==> src/rtl/mpu_pkg.sv <==
// Shared types, opcode constants and the instruction decoder for the mpu_core
// 6502-subset CPU.
package mpu_pkg;

  localparam logic [7:0] OP_LDA_IMM = 8'hA9, OP_LDA_ZP = 8'hA5, OP_LDA_ABS = 8'hAD;
  localparam logic [7:0] OP_LDX_IMM = 8'hA2, OP_LDX_ZP = 8'hA6, OP_LDX_ABS = 8'hAE;
  localparam logic [7:0] OP_LDY_IMM = 8'hA0, OP_LDY_ZP = 8'hA4, OP_LDY_ABS = 8'hAC;
  localparam logic [7:0] OP_ADC_IMM = 8'h69, OP_ADC_ZP = 8'h65, OP_ADC_ABS = 8'h6D;
  localparam logic [7:0] OP_SBC_IMM = 8'hE9, OP_SBC_ZP = 8'hE5, OP_SBC_ABS = 8'hED;
  localparam logic [7:0] OP_AND_IMM = 8'h29, OP_AND_ZP = 8'h25, OP_AND_ABS = 8'h2D;
  localparam logic [7:0] OP_ORA_IMM = 8'h09, OP_ORA_ZP = 8'h05, OP_ORA_ABS = 8'h0D;
  localparam logic [7:0] OP_EOR_IMM = 8'h49, OP_EOR_ZP = 8'h45, OP_EOR_ABS = 8'h4D;
  localparam logic [7:0] OP_CMP_IMM = 8'hC9, OP_CMP_ZP = 8'hC5, OP_CMP_ABS = 8'hCD;
  localparam logic [7:0] OP_CPX_IMM = 8'hE0, OP_CPX_ZP = 8'hE4, OP_CPX_ABS = 8'hEC;
  localparam logic [7:0] OP_CPY_IMM = 8'hC0, OP_CPY_ZP = 8'hC4, OP_CPY_ABS = 8'hCC;
  localparam logic [7:0] OP_BIT_ZP  = 8'h24, OP_BIT_ABS = 8'h2C;
  localparam logic [7:0] OP_STA_ZP  = 8'h85, OP_STA_ABS = 8'h8D;
  localparam logic [7:0] OP_STX_ZP  = 8'h86, OP_STX_ABS = 8'h8E;
  localparam logic [7:0] OP_STY_ZP  = 8'h84, OP_STY_ABS = 8'h8C;
  localparam logic [7:0] OP_JMP_ABS = 8'h4C;
  localparam logic [7:0] OP_TAX = 8'hAA, OP_TAY = 8'hA8, OP_TXA = 8'h8A, OP_TYA = 8'h98;
  localparam logic [7:0] OP_TSX = 8'hBA, OP_TXS = 8'h9A;
  localparam logic [7:0] OP_INX = 8'hE8, OP_INY = 8'hC8, OP_DEX = 8'hCA, OP_DEY = 8'h88;
  localparam logic [7:0] OP_CLC = 8'h18, OP_SEC = 8'h38, OP_CLI = 8'h58, OP_SEI = 8'h78;
  localparam logic [7:0] OP_CLV = 8'hB8, OP_CLD = 8'hD8, OP_SED = 8'hF8, OP_NOP = 8'hEA;
  localparam logic [7:0] OP_ASL_A = 8'h0A, OP_LSR_A = 8'h4A, OP_ROL_A = 8'h2A, OP_ROR_A = 8'h6A;

  localparam int unsigned FLAG_C = 0, FLAG_Z = 1, FLAG_I = 2, FLAG_D = 3;
  localparam int unsigned FLAG_B = 4, FLAG_V = 6, FLAG_N = 7;

  typedef enum logic [2:0] {RESET0, RESET1, FETCH, OPER_LO, OPER_HI, MEM_RD, MEM_WR} state_t;

  typedef enum logic [3:0] {
    ALU_PASS, ALU_ADD, ALU_SUB, ALU_AND, ALU_OR, ALU_EOR, ALU_ASL,
    ALU_LSR, ALU_ROL, ALU_ROR, ALU_INC, ALU_DEC, ALU_CMP, ALU_BIT
  } alu_op_t;

  typedef enum logic [1:0] {AM_IMP, AM_IMM, AM_ZP, AM_ABS} amode_t;
  typedef enum logic [2:0] {K_NOP, K_EXEC, K_FLAG, K_STORE, K_JMP} kind_t;
  typedef enum logic [2:0] {REG_A, REG_X, REG_Y, REG_S, REG_NONE} reg_t;

  typedef struct packed {
    amode_t     amode;
    kind_t      kind;
    alu_op_t    alu_op;
    reg_t       src;
    reg_t       dst;
    logic       upd_nz;
    logic       upd_c;
    logic       upd_v;
    logic [2:0] flag_idx;
    logic       flag_val;
  } decode_t;

  // Anything not listed falls through as a 2-cycle implied NOP.
  function automatic decode_t decode(input logic [7:0] op);
    decode_t d;
    d.amode    = AM_IMP;
    d.kind     = K_NOP;
    d.alu_op   = ALU_PASS;
    d.src      = REG_A;
    d.dst      = REG_NONE;
    d.upd_nz   = 1'b0;
    d.upd_c    = 1'b0;
    d.upd_v    = 1'b0;
    d.flag_idx = 3'd0;
    d.flag_val = 1'b0;

    case (op)
      OP_LDA_IMM, OP_LDX_IMM, OP_LDY_IMM, OP_ADC_IMM, OP_SBC_IMM, OP_AND_IMM,
      OP_ORA_IMM, OP_EOR_IMM, OP_CMP_IMM, OP_CPX_IMM, OP_CPY_IMM: d.amode = AM_IMM;
      OP_LDA_ZP, OP_LDX_ZP, OP_LDY_ZP, OP_ADC_ZP, OP_SBC_ZP, OP_AND_ZP, OP_ORA_ZP,
      OP_EOR_ZP, OP_CMP_ZP, OP_CPX_ZP, OP_CPY_ZP, OP_BIT_ZP, OP_STA_ZP, OP_STX_ZP,
      OP_STY_ZP: d.amode = AM_ZP;
      OP_LDA_ABS, OP_LDX_ABS, OP_LDY_ABS, OP_ADC_ABS, OP_SBC_ABS, OP_AND_ABS,
      OP_ORA_ABS, OP_EOR_ABS, OP_CMP_ABS, OP_CPX_ABS, OP_CPY_ABS, OP_BIT_ABS,
      OP_STA_ABS, OP_STX_ABS, OP_STY_ABS, OP_JMP_ABS: d.amode = AM_ABS;
      default: ;
    endcase

    case (op)
      OP_LDA_IMM, OP_LDA_ZP, OP_LDA_ABS: begin d.kind = K_EXEC; d.dst = REG_A; d.upd_nz = 1'b1; end
      OP_LDX_IMM, OP_LDX_ZP, OP_LDX_ABS: begin d.kind = K_EXEC; d.dst = REG_X; d.upd_nz = 1'b1; end
      OP_LDY_IMM, OP_LDY_ZP, OP_LDY_ABS: begin d.kind = K_EXEC; d.dst = REG_Y; d.upd_nz = 1'b1; end
      OP_ADC_IMM, OP_ADC_ZP, OP_ADC_ABS: begin
        d.kind = K_EXEC; d.alu_op = ALU_ADD; d.dst = REG_A;
        d.upd_nz = 1'b1; d.upd_c = 1'b1; d.upd_v = 1'b1;
      end
      OP_SBC_IMM, OP_SBC_ZP, OP_SBC_ABS: begin
        d.kind = K_EXEC; d.alu_op = ALU_SUB; d.dst = REG_A;
        d.upd_nz = 1'b1; d.upd_c = 1'b1; d.upd_v = 1'b1;
      end
      OP_AND_IMM, OP_AND_ZP, OP_AND_ABS: begin d.kind = K_EXEC; d.alu_op = ALU_AND; d.dst = REG_A; d.upd_nz = 1'b1; end
      OP_ORA_IMM, OP_ORA_ZP, OP_ORA_ABS: begin d.kind = K_EXEC; d.alu_op = ALU_OR;  d.dst = REG_A; d.upd_nz = 1'b1; end
      OP_EOR_IMM, OP_EOR_ZP, OP_EOR_ABS: begin d.kind = K_EXEC; d.alu_op = ALU_EOR; d.dst = REG_A; d.upd_nz = 1'b1; end
      OP_CMP_IMM, OP_CMP_ZP, OP_CMP_ABS: begin d.kind = K_EXEC; d.alu_op = ALU_CMP; d.upd_nz = 1'b1; d.upd_c = 1'b1; end
      OP_CPX_IMM, OP_CPX_ZP, OP_CPX_ABS: begin
        d.kind = K_EXEC; d.alu_op = ALU_CMP; d.src = REG_X; d.upd_nz = 1'b1; d.upd_c = 1'b1;
      end
      OP_CPY_IMM, OP_CPY_ZP, OP_CPY_ABS: begin
        d.kind = K_EXEC; d.alu_op = ALU_CMP; d.src = REG_Y; d.upd_nz = 1'b1; d.upd_c = 1'b1;
      end
      OP_BIT_ZP, OP_BIT_ABS: begin d.kind = K_EXEC; d.alu_op = ALU_BIT; d.upd_nz = 1'b1; d.upd_v = 1'b1; end
      OP_STA_ZP, OP_STA_ABS: begin d.kind = K_STORE; d.src = REG_A; end
      OP_STX_ZP, OP_STX_ABS: begin d.kind = K_STORE; d.src = REG_X; end
      OP_STY_ZP, OP_STY_ABS: begin d.kind = K_STORE; d.src = REG_Y; end
      OP_JMP_ABS: d.kind = K_JMP;
      OP_TAX: begin d.kind = K_EXEC; d.src = REG_A; d.dst = REG_X; d.upd_nz = 1'b1; end
      OP_TAY: begin d.kind = K_EXEC; d.src = REG_A; d.dst = REG_Y; d.upd_nz = 1'b1; end
      OP_TXA: begin d.kind = K_EXEC; d.src = REG_X; d.dst = REG_A; d.upd_nz = 1'b1; end
      OP_TYA: begin d.kind = K_EXEC; d.src = REG_Y; d.dst = REG_A; d.upd_nz = 1'b1; end
      OP_TSX: begin d.kind = K_EXEC; d.src = REG_S; d.dst = REG_X; d.upd_nz = 1'b1; end
      OP_TXS: begin d.kind = K_EXEC; d.src = REG_X; d.dst = REG_S; end
      OP_INX: begin d.kind = K_EXEC; d.alu_op = ALU_INC; d.src = REG_X; d.dst = REG_X; d.upd_nz = 1'b1; end
      OP_INY: begin d.kind = K_EXEC; d.alu_op = ALU_INC; d.src = REG_Y; d.dst = REG_Y; d.upd_nz = 1'b1; end
      OP_DEX: begin d.kind = K_EXEC; d.alu_op = ALU_DEC; d.src = REG_X; d.dst = REG_X; d.upd_nz = 1'b1; end
      OP_DEY: begin d.kind = K_EXEC; d.alu_op = ALU_DEC; d.src = REG_Y; d.dst = REG_Y; d.upd_nz = 1'b1; end
      OP_ASL_A: begin d.kind = K_EXEC; d.alu_op = ALU_ASL; d.dst = REG_A; d.upd_nz = 1'b1; d.upd_c = 1'b1; end
      OP_LSR_A: begin d.kind = K_EXEC; d.alu_op = ALU_LSR; d.dst = REG_A; d.upd_nz = 1'b1; d.upd_c = 1'b1; end
      OP_ROL_A: begin d.kind = K_EXEC; d.alu_op = ALU_ROL; d.dst = REG_A; d.upd_nz = 1'b1; d.upd_c = 1'b1; end
      OP_ROR_A: begin d.kind = K_EXEC; d.alu_op = ALU_ROR; d.dst = REG_A; d.upd_nz = 1'b1; d.upd_c = 1'b1; end
      OP_CLC: begin d.kind = K_FLAG; d.flag_idx = 3'(FLAG_C); d.flag_val = 1'b0; end
      OP_SEC: begin d.kind = K_FLAG; d.flag_idx = 3'(FLAG_C); d.flag_val = 1'b1; end
      OP_CLI: begin d.kind = K_FLAG; d.flag_idx = 3'(FLAG_I); d.flag_val = 1'b0; end
      OP_SEI: begin d.kind = K_FLAG; d.flag_idx = 3'(FLAG_I); d.flag_val = 1'b1; end
      OP_CLV: begin d.kind = K_FLAG; d.flag_idx = 3'(FLAG_V); d.flag_val = 1'b0; end
      OP_CLD: begin d.kind = K_FLAG; d.flag_idx = 3'(FLAG_D); d.flag_val = 1'b0; end
      OP_SED: begin d.kind = K_FLAG; d.flag_idx = 3'(FLAG_D); d.flag_val = 1'b1; end
      default: ;
    endcase
    return d;
  endfunction

endpackage

==> src/rtl/mpu_if.sv <==
// CPU-side memory bus: registered address/control from the core, combinational
// read data and the ready strobe from the system.
interface mpu_if;
  logic       RDY;
  logic [7:0] DB_IN;
  logic       R_W;
  logic [7:0] ABL;
  logic [7:0] ABH;
  logic [7:0] DB_OUT;

  modport master (input RDY, DB_IN, output R_W, ABL, ABH, DB_OUT);
  modport slave  (output RDY, DB_IN, input R_W, ABL, ABH, DB_OUT);
endinterface

==> src/rtl/mpu_alu.sv <==
// Combinational 8-bit ALU; binary arithmetic only, flags derived from the result
// except BIT, which reports memory bits 7 and 6.
module mpu_alu
  import mpu_pkg::*;
(
  input  logic [7:0] a,
  input  logic [7:0] b,
  input  logic       carry_in,
  input  alu_op_t    op,
  output logic [7:0] result,
  output logic       n,
  output logic       v,
  output logic       z,
  output logic       c
);

  logic [7:0] b_eff;
  logic       cin_eff;
  logic [8:0] sum;

  always_comb begin
    // Subtract and compare share the adder as a + ~b + carry.
    b_eff   = (op == ALU_SUB || op == ALU_CMP) ? ~b : b;
    cin_eff = (op == ALU_CMP) ? 1'b1 : carry_in;
    sum     = {1'b0, a} + {1'b0, b_eff} + {8'h00, cin_eff};

    // NOTE: every output gets a default before the case so no path infers a latch.
    result = b;
    v      = 1'b0;
    c      = 1'b0;
    unique case (op)
      ALU_ADD, ALU_SUB, ALU_CMP: begin
        result = sum[7:0];
        c      = sum[8];
        v      = (a[7] == b_eff[7]) && (sum[7] != a[7]);
      end
      ALU_AND: result = a & b;
      ALU_OR:  result = a | b;
      ALU_EOR: result = a ^ b;
      ALU_ASL: begin result = {a[6:0], 1'b0};     c = a[7]; end
      ALU_LSR: begin result = {1'b0, a[7:1]};     c = a[0]; end
      ALU_ROL: begin result = {a[6:0], carry_in}; c = a[7]; end
      ALU_ROR: begin result = {carry_in, a[7:1]}; c = a[0]; end
      ALU_INC: result = a + 8'd1;
      ALU_DEC: result = a - 8'd1;
      ALU_BIT: begin result = a & b; v = b[6]; end
      default: result = b;
    endcase

    n = (op == ALU_BIT) ? b[7] : result[7];
    z = (result == 8'h00);
  end

endmodule

==> src/rtl/mpu_core.sv <==
// 6502-subset CPU core: reset-vector fetch, cycle sequencing, decode and register
// file around mpu_alu. One bus cycle per clock; RDY low freezes everything.
module mpu_core
  import mpu_pkg::*;
#(
  parameter logic [15:0] RESET_VECTOR = 16'hFFFC
) (
  input logic   CLK,
  input logic   RES,
  mpu_if.master bus
);

  state_t      state, state_n;
  logic [7:0]  a, x, y, s, p, ir, lo;
  logic [7:0]  a_n, x_n, y_n, s_n, p_n, ir_n, lo_n;
  logic [15:0] pc, ab, pc_n, ab_n;
  logic        r_w, r_w_n;
  logic [7:0]  db_out, db_out_n;

  decode_t     dec;
  logic [7:0]  src_val, alu_b, alu_res;
  logic        alu_n, alu_v, alu_z, alu_c;
  logic        exec_cycle;

  assign dec = decode(ir);

  always_comb begin
    unique case (dec.src)
      REG_X:   src_val = x;
      REG_Y:   src_val = y;
      REG_S:   src_val = s;
      default: src_val = a;
    endcase
  end

  // Implied ops feed the source register to both ALU inputs so transfers are PASS.
  assign alu_b = (dec.amode == AM_IMP) ? src_val : bus.DB_IN;

  // The result cycle: second cycle of implied/immediate, or the memory read cycle.
  assign exec_cycle = (state == MEM_RD) ||
                      (state == OPER_LO && (dec.amode == AM_IMP || dec.amode == AM_IMM));

  mpu_alu u_alu (
    .a        (src_val),
    .b        (alu_b),
    .carry_in (p[FLAG_C]),
    .op       (dec.alu_op),
    .result   (alu_res),
    .n        (alu_n),
    .v        (alu_v),
    .z        (alu_z),
    .c        (alu_c)
  );

  always_ff @(posedge CLK) begin
    if (RES)            state <= RESET0;
    else if (bus.RDY)   state <= state_n;
  end

  always_comb begin
    state_n = state;
    unique case (state)
      RESET0:  state_n = RESET1;
      RESET1:  state_n = FETCH;
      FETCH:   state_n = OPER_LO;
      OPER_LO: begin
        unique case (dec.amode)
          AM_ZP:   state_n = (dec.kind == K_STORE) ? MEM_WR : MEM_RD;
          AM_ABS:  state_n = OPER_HI;
          default: state_n = FETCH;
        endcase
      end
      OPER_HI: begin
        if (dec.kind == K_JMP)        state_n = FETCH;
        else if (dec.kind == K_STORE) state_n = MEM_WR;
        else                          state_n = MEM_RD;
      end
      MEM_RD, MEM_WR: state_n = FETCH;
      default: state_n = RESET0;
    endcase
  end

  always_comb begin
    a_n = a; x_n = x; y_n = y; s_n = s; p_n = p;
    ir_n = ir; lo_n = lo; pc_n = pc; ab_n = ab;
    r_w_n = r_w; db_out_n = db_out;

    unique case (state)
      RESET0: begin
        lo_n = bus.DB_IN;
        ab_n = RESET_VECTOR + 16'd1;
      end
      RESET1: begin
        pc_n = {bus.DB_IN, lo};
        ab_n = {bus.DB_IN, lo};
      end
      FETCH: begin
        ir_n = bus.DB_IN;
        pc_n = pc + 16'd1;
        ab_n = pc + 16'd1;
      end
      OPER_LO: begin
        unique case (dec.amode)
          AM_IMP: ab_n = pc;
          AM_ZP: begin
            pc_n = pc + 16'd1;
            ab_n = {8'h00, bus.DB_IN};
            if (dec.kind == K_STORE) begin
              r_w_n    = 1'b0;
              db_out_n = src_val;
            end
          end
          AM_ABS: begin
            lo_n = bus.DB_IN;
            pc_n = pc + 16'd1;
            ab_n = pc + 16'd1;
          end
          default: begin
            pc_n = pc + 16'd1;
            ab_n = pc + 16'd1;
          end
        endcase
      end
      OPER_HI: begin
        if (dec.kind == K_JMP) begin
          pc_n = {bus.DB_IN, lo};
          ab_n = {bus.DB_IN, lo};
        end else begin
          pc_n = pc + 16'd1;
          ab_n = {bus.DB_IN, lo};
          if (dec.kind == K_STORE) begin
            r_w_n    = 1'b0;
            db_out_n = src_val;
          end
        end
      end
      MEM_RD: ab_n = pc;
      MEM_WR: begin
        ab_n  = pc;
        r_w_n = 1'b1;
      end
      default: ;
    endcase

    if (exec_cycle) begin
      unique case (dec.kind)
        K_EXEC: begin
          unique case (dec.dst)
            REG_A:   a_n = alu_res;
            REG_X:   x_n = alu_res;
            REG_Y:   y_n = alu_res;
            REG_S:   s_n = alu_res;
            default: ;
          endcase
          if (dec.upd_nz) begin
            p_n[FLAG_N] = alu_n;
            p_n[FLAG_Z] = alu_z;
          end
          if (dec.upd_c) p_n[FLAG_C] = alu_c;
          if (dec.upd_v) p_n[FLAG_V] = alu_v;
        end
        K_FLAG:  p_n[dec.flag_idx] = dec.flag_val;
        default: ;
      endcase
    end
  end

  always_ff @(posedge CLK) begin
    // NOTE: non-blocking assignments so every register updates from pre-edge values.
    if (RES) begin
      a      <= 8'h00;
      x      <= 8'h00;
      y      <= 8'h00;
      s      <= 8'hFD;
      p      <= 8'h34;
      ir     <= 8'h00;
      lo     <= 8'h00;
      pc     <= 16'h0000;
      ab     <= RESET_VECTOR;
      r_w    <= 1'b1;
      db_out <= 8'h00;
    end else if (bus.RDY) begin
      a      <= a_n;
      x      <= x_n;
      y      <= y_n;
      s      <= s_n;
      p      <= p_n;
      ir     <= ir_n;
      lo     <= lo_n;
      pc     <= pc_n;
      ab     <= ab_n;
      r_w    <= r_w_n;
      db_out <= db_out_n;
    end
  end

  assign bus.R_W    = r_w;
  assign bus.ABL    = ab[7:0];
  assign bus.ABH    = ab[15:8];
  assign bus.DB_OUT = db_out;

endmodule

==> src/flat_wrapper.sv <==
// flat-port wrapper written by rule: the top's interface ports become plain ports
module mpu_core_flat import mpu_pkg::*;
#(
  parameter logic [15:0] RESET_VECTOR = 16'hFFFC
)
  (CLK, RES, bus_RDY, bus_DB_IN, bus_R_W, bus_ABL, bus_ABH, bus_DB_OUT);
  mpu_if bus_i ();
  input logic CLK;
  input logic RES;
  input wire logic [$bits(bus_i.RDY)-1:0] bus_RDY;
  input wire logic [$bits(bus_i.DB_IN)-1:0] bus_DB_IN;
  output wire logic [$bits(bus_i.R_W)-1:0] bus_R_W;
  output wire logic [$bits(bus_i.ABL)-1:0] bus_ABL;
  output wire logic [$bits(bus_i.ABH)-1:0] bus_ABH;
  output wire logic [$bits(bus_i.DB_OUT)-1:0] bus_DB_OUT;
  assign bus_i.RDY = bus_RDY;
  assign bus_i.DB_IN = bus_DB_IN;
  assign bus_R_W = bus_i.R_W;
  assign bus_ABL = bus_i.ABL;
  assign bus_ABH = bus_i.ABH;
  assign bus_DB_OUT = bus_i.DB_OUT;
  mpu_core #(.RESET_VECTOR(RESET_VECTOR)) u_core (.CLK(CLK), .RES(RES), .bus(bus_i));
endmodule
==> config.mk <==
export PLATFORM = sky130hd
export DESIGN_NAME = mpu_core_flat
export DESIGN_NICKNAME = d
export VERILOG_FILES = /design/src/rtl/mpu_pkg.sv /design/src/rtl/mpu_if.sv /design/src/rtl/mpu_alu.sv /design/src/rtl/mpu_core.sv /design/src/flat_wrapper.sv
export SDC_FILE = /design/constraint.sdc
export NUM_CORES = 1
export LEC_CHECK = 0
export CAP_MARGIN = 20
export CORE_MARGIN = 2
export CORE_UTILIZATION = 54
export DETAILED_ROUTE_END_ITERATION = 8
export PLACE_DENSITY = 0.73
export SLEW_MARGIN = 5
export SYNTH_ARGS = -nofsm -noshare
export SYNTH_HDL_FRONTEND = slang
export SYNTH_SLANG_ARGS = --single-unit
==> constraint.sdc <==
create_clock -name CLK -period 10.45 [get_ports CLK]
set_input_delay 2.09 -clock CLK [delete_from_list [all_inputs] [get_ports CLK]]
set_output_delay 2.09 -clock CLK [all_outputs]
set_load 0.05 [all_outputs]
Yosys cells after proc, flatten, opt, wreduce, memory -nomap -nowiden --
Cells that the tools add are included.
Storage, ports and cells: output and inout port bits 25, input bits 11, register bits after elaboration 100
Operators by class: $add $sub $neg 5, magnitude comparators 2, reduce and logical (&&, ||, !) cells 60, equal/unequal tests 104, bitwise operators 4, mux-type cells 45
Operators by type and width (number):
- == test 8 bit, second input constant | 40
- == test 8 x 7 -> 1 bit, second input constant | 11
- one-hot mux 16 bit (5 select lines) | 1
- one-hot mux 8 bit (10 select lines) | 1
- one-hot mux 16 bit (4 select lines) | 1
- == test 8 x 6 -> 1 bit, second input constant | 7
- one-hot mux 4 bit (13 select lines) | 1
- OR reduction 49 bit | 1
- 2-to-1 mux 8 bit | 6
- OR reduction 48 bit | 1
- AND reduction 4 bit | 9
- 2-to-1 mux 16 bit | 2
- one-hot mux 16 bit (2 select lines) | 1
- one-hot mux 8 bit (2 select lines) | 2
- == test 4 bit, second input constant | 6
- == test 8 x 4 -> 1 bit, second input constant | 3
- one-hot mux 3 bit (4 select lines) | 2
- one-hot mux 4 bit (6 select lines) | 1
- one-hot mux 8 bit (3 select lines) | 1
- OR reduction 24 bit | 1
- OR reduction 3 bit | 7
- OR reduction 19 bit | 1
- == test 3 x 2 -> 1 bit, second input constant | 6
- OR reduction 9 bit | 2
- other kinds (53) | 106

Depth between registers and ports, before layout --
depth in word-level cells 15, depth in mapped cells 21, depth with buffers taken out 17

Modules after synthesis --
From an unflattened synthesis, not the netlist that was laid out.
Second synthesis, totals: cell total of the unflattened synthesis 1053, area, all modules 7960.1 um^2
Modules (own cells, without submodules):
- mpu_core | area each 6256.0 um^2, cells each 806, instances 1, seq. area each 1861.8 um^2
- mpu_alu | area each 1704.1 um^2, cells each 247, instances 1, seq. area each 0.0 um^2

Least setup slack after synthesis --
No wires, ideal clock.
kind input to register, start in bus_DB_IN[0], end reg u_core.x[4], setup slack 5973 ps, data arrival time 4352 ps, stages on the path 13, library setup time 125 ps, path through nand2_1 -> o21ai_2 -> xor2_1 -> fa_1 -> fa_1 -> nor2b_1 -> o21a_1 -> o21a_1 -> nor3_1 -> a2111oi_0 -> o311ai_0 -> a21oi_1 -> o31ai_1
Between the ends: longest elaborated chain between the ends 6
RTL lines:
- start: declaration | line flat_wrapper.sv:11 | input wire logic [$bits(bus_i.DB_IN)-1:0] bus_DB_IN;
- 2-to-1 mux 8 bit * | line mpu_core.sv:37 | assign alu_b = (dec.amode == AM_IMP) ? src_val : bus.DB_IN;
- inverter 8 bit | line mpu_alu.sv:23 | b_eff = (op == ALU_SUB || op == ALU_CMP) ? ~b : b;
- 2-to-1 mux 8 bit * | line mpu_alu.sv:23
- adder 8 x 8 -> 9 bit * | line mpu_alu.sv:25 | sum = {1'b0, a} + {1'b0, b_eff} + {8'h00, cin_eff};
- adder 9 x 1 -> 9 bit * | line mpu_alu.sv:25
- one-hot mux 8 bit (10 select lines) * | line mpu_alu.sv:31 | unique case (op)
- end signal: assignment | line mpu_core.sv:184 | x <= x_n;
- end: declaration | line mpu_core.sv:14 | logic [7:0] a, x, y, s, p, ir, lo;
Mark *: on every way between the ends. The rest lies on a longest branch, timed or not. A chain may end at the register's enable or synchronous reset.

Final worst setup path --
start reg u_core.ir[3], end reg u_core.y[4]
Between the ends: longest elaborated chain between the ends 11, elaborated cells between the ends (all ways) 128, classes of those cells add/sub (4); eq/ne (82); mux (10); bitwise (4); reduce/logical (28)
RTL lines:
- start: declaration | line mpu_core.sv:14
- start signal: assignment | line mpu_core.sv:188 | ir <= ir_n;
- == test 8 bit, on equally long branches | line mpu_pkg.sv:69, mpu_pkg.sv:81
- OR reduction 9 bit (no source line) / OR reduction 8 bit (equally long branches)
- one-hot mux 2 bit (3 select lines) | line mpu_pkg.sv:81 | case (op)
- == test 2 bit / == test 2 x 1 -> 1 bit (equally long branches) | line mpu_core.sv:28 | unique case (dec.src)
- one-hot mux 8 bit (3 select lines) | line mpu_core.sv:28
- 2-to-1 mux 8 bit | line mpu_core.sv:37
- inverter 8 bit | line mpu_alu.sv:23
- 2-to-1 mux 8 bit | line mpu_alu.sv:23
- adder 8 x 8 -> 9 bit | line mpu_alu.sv:25
- adder 9 x 1 -> 9 bit | line mpu_alu.sv:25
- one-hot mux 8 bit (10 select lines) | line mpu_alu.sv:31
- end signal: assignment | line mpu_core.sv:185 | y <= y_n;
- end: declaration | line mpu_core.sv:14
Several ways; a longest one is shown, not always the timed one.

==> impl_metrics.env <==
export IMPL_status="finished clean"
export IMPL_grt_setup_unrepaired="false"
export IMPL_core_area_um2=13100
export IMPL_hold_buffers=0
export IMPL_power_density_nw_per_um2=103
export IMPL_synth_top_area_share_pct=26.1
export IMPL_grtUsageTotal_pct=30.7
export IMPL_timing_final_ws_setup_ns=5.01
export IMPL_numCtsBuffers=9
export IMPL_hp_class="reg -> reg"
export IMPL_utilization_pct=59.3
export IMPL_synthCells=944
export IMPL_critPathBufInv=0
export IMPL_wl_met2_um=9250
export IMPL_r2r_start="u_core.ir[3]$_SDFFE_PP0P_"
export IMPL_maxCapViolations=0
export IMPL_required_ns=10.68
export IMPL_drtIter0Drc=749
export IMPL_wl_met3_um=2110
export IMPL_placed_cell_area_um2=7470
export IMPL_nNetsFinal=976
export IMPL_critical_path_class="reg -> reg"
export IMPL_via_per_inst=6.42
export IMPL_max_freq_ghz=0.184
export IMPL_finalMaxSlewViolations=0
export IMPL_rrSetupSlack_ns=5.01
export IMPL_clock_latency_ns=0.35
export IMPL_ff2ff_path_depth=16
export IMPL_routed_top_layer="met4"
export IMPL_finClkSkew_ns=0.00837
export IMPL_worstSetupPathDepth=16
export IMPL_yosys_area_share_simple_pct=24.5
export IMPL_worst_path_max_delay_cell="dfxtp_1"
export IMPL_cts_repair_resized=0
export IMPL_via_count=7141
export IMPL_ys_warn_count=0
export IMPL_design_area_um2=7760
export IMPL_wl_met1_um=9570
export IMPL_dpl_hpwl_um=14800
export IMPL_grt_max_degree=59
export IMPL_setup_worst_path_start="u_core.ir[3]$_SDFFE_PP0P_"
export IMPL_synth_edf_count=0
export IMPL_seq_area_frac_synth_pct=26.1
export IMPL_synthDistinctLibCells=90
export IMPL_grt_first_pass_wirelength_um=34800
export IMPL_cts_sinks=93
export IMPL_synth_area_um2=7150
export IMPL_crit_arrival_ns=5.67
export IMPL_pre_cts_ws_ns=5.02
export IMPL_cts_tree="built"
export IMPL_synthFlopType="dfxtp_1"
export IMPL_path_cells="nor2b_1, o311ai_4, o31ai_2, o21ai_2, o21ai_2, xor2_1, fa_1, fa_1, nor2b_1, o21a_1, o21a_1, nor3_1, a2111oi_0, o311ai_0, a21oi_1, o31ai_1"
export IMPL_ant_nets=0
export IMPL_avgSynthCellArea_um2=7.57
export IMPL_routed_wl_um=21400
export IMPL_synth_top_family_by_area="compound AO/OA/AOI/OAI gates"
export IMPL_ys_ff_latch=93
export IMPL_ys_top_cells_by_area="dfxtp_1, nor2_1, a21oi_1"
export IMPL_h_tree_depth=3
export IMPL_synthAdderAreaFrac_pct=6.09
export IMPL_die_w_um=119
export IMPL_dr_pass1_iters=5
export IMPL_cp_start_kind="register"
export IMPL_num_rows=42
export IMPL_setup_viol=0
export IMPL_peakVddDrop_mv=0.0712
export IMPL_relSlewSlack_pct=29.8
export IMPL_r2r_end="u_core.y[4]$_SDFFE_PP0P_"
export IMPL_synthesis_nets=988
export IMPL_critPathTopFamily="compound AO/OA/AOI/OAI gates"
export IMPL_grt_pass1_vias=6500
export IMPL_final_layout_size_suffix_gt1_share_pct=7.26
export IMPL_port_buffers=35
export IMPL_cp_max_fo=17
export IMPL_cp_endpoint="u_core.y[4]$_SDFFE_PP0P_"
export IMPL_dieArea_um2=14200
export IMPL_synth_area_leader_cell="dfxtp_1"
export IMPL_synth_xor_area_share_pct=3.31
export IMPL_cts_root_buffer="clkbuf_16"
export IMPL_drcViolationCount=0
export IMPL_synth_mux_area_share_pct=3.01
export IMPL_min_period_ns=5.44
export IMPL_leakagePower_nw=2.71
export IMPL_antenna_found_initial=0
export IMPL_clockBufferDepth=2
export IMPL_ioPinCount=36
export IMPL_start_util_pct=54.6
export IMPL_hold_viol=0
export IMPL_worst_pin_slew_ns=1.05
export IMPL_syn2layout_area_growth_pct=8.53
export IMPL_total_power_uw=801
export IMPL_antennaDiodeCount=0
export IMPL_critPathMaxStageDelay_ns=0.76
export IMPL_period_share_pct=52.1
export IMPL_die_height_um=119
export IMPL_tns_ns=0
export IMPL_routedWlPerCell_um=19.2
export IMPL_ys_async_sr_fraction_pct=0
export IMPL_synth_compound_area_share_pct=31.1
export IMPL_clkTransAtPathRegs_ns=0.07
export IMPL_cts_setup_buffers=0
export IMPL_grt_overflow_total=0
export IMPL_gp_congestion=0.913
export IMPL_cp_end_kind="register"
[worst min-delay path: cells and delay by family, from the launching register on]
kind / cells / cell delay, ns
AO/OA/AOI/OAI: 1 / 0.05
flip-flops: 1 / 0.31
AND/OR/NAND/NOR: 1 / 0.05
[cell type report]
| cell class | instances | area (um2) |
|---|---|---|
| multi-input cells | 753 | 4860 |
| clock buffers | 11 | 253 |
| clock inverters | 5 | 33.8 |
| inverters | 32 | 120 |
| well taps | 176 | 220 |
| flip-flops and latches | 93 | 1860 |
| repair buffers | 43 | 405 |
| fillers | 1234 | 5330 |
[layout by cell type, fill, tap and decap left out, drive strengths merged, types with 11 or more instances in the layout]
cell,count
ha,30
xnor2,15
nor2,109
a211oi,13
o22ai,12
clkbuf,11
nor2b,11
nand2,104
o211ai,20
o21ai,68
nor3,25
mux2i,20
dfxtp,93
o32ai,11
nand3,33
xor2,12
nand2b,15
a21oi,78
o21a,14
clkdlybuf4s50,34
inv,32
o31ai,24
[stage by stage]
step	cells	hold WS (ns)
floorplan	944	0.426
global placement	1097	0.435
detailed placement	1097	0.443
CTS	1113	0.457
global route	1113	0.493
finish	1113	0.458
[layer usage]
metal | track usage (%) | vias up
met5 | 0 | -
met4 | 9.45 | 0
met3 | 5.51 | 39
met2 | 45.8 | 332
met1 | 44.7 | 3331
li1 | - | 3439
[kinds of logic after synthesis]
logic type / Yosys count
adder cells (fa/ha/maj): 33
AND/OR/NAND/NOR: 358
multiplexers: 21
buffers and inverters: 98
AO/OA/AOI/OAI: 314
XOR/XNOR: 27
flip-flops: 93
[sequential cells by signal, summed over array words and instances, names as in the netlist]
signal / flops
u_core.bus.R_W: 1
u_core.lo: 8
u_core.pc: 16
u_core.x: 8
u_core.ab: 16
u_core.y: 8
u_core.state: 3
u_core.a: 8
u_core.bus.DB_OUT: 8
u_core.s: 8
u_core.ir: 8
u_core.p: 1
[synthesized netlist by cell type (10+ instances only)]
cell         n
nor2_1     108
nor2b_1     11
nand2b_1    15
mux2i_1     19
ha_1        30
nand2_1    102
a21oi_1     77
inv_1       30
nor3_1      22
o31ai_1     18
o22ai_1     12
a221oi_1    10
o21a_1      13
o21ai_0     62
xnor2_1     15
a211oi_1    13
buf_2       17
clkbuf_1    38
dfxtp_1     93
o211ai_1    19
a2bb2oi_1   10
xor2_1      12
nand3_1     33
[how the worst min path moves through the flow]
stage	from	endpoint	slack (ns)	depth (start not counted)
3_5_place_dp	u_core.a[3]$_SDFFE_PP0P_	u_core.a[3]$_SDFFE_PP0P_	0.44	2
4_1_cts	u_core.a[3]$_SDFFE_PP0P_	u_core.a[3]$_SDFFE_PP0P_	0.46	2
6_report	u_core.ab[1]$_SDFFE_PP0P_	u_core.ab[1]$_SDFFE_PP0P_	0.46	2
3_3_place_gp	u_core.a[3]$_SDFFE_PP0P_	u_core.a[3]$_SDFFE_PP0P_	0.44	2
5_1_grt	u_core.x[1]$_SDFFE_PP0P_	u_core.x[1]$_SDFFE_PP0P_	0.49	2
2_1_floorplan	u_core.a[3]$_SDFFE_PP0P_	u_core.a[3]$_SDFFE_PP0P_	0.43	2
[power breakdown]
group          internal (mW)  switching, mW  total [mW]  leakage, nW
registers              0.364         0.0157       0.380        0.755
logic                 0.0348         0.0656       0.100         1.82
clock network          0.174          0.146       0.320        0.138
Power figures use the tool's default switching activity.
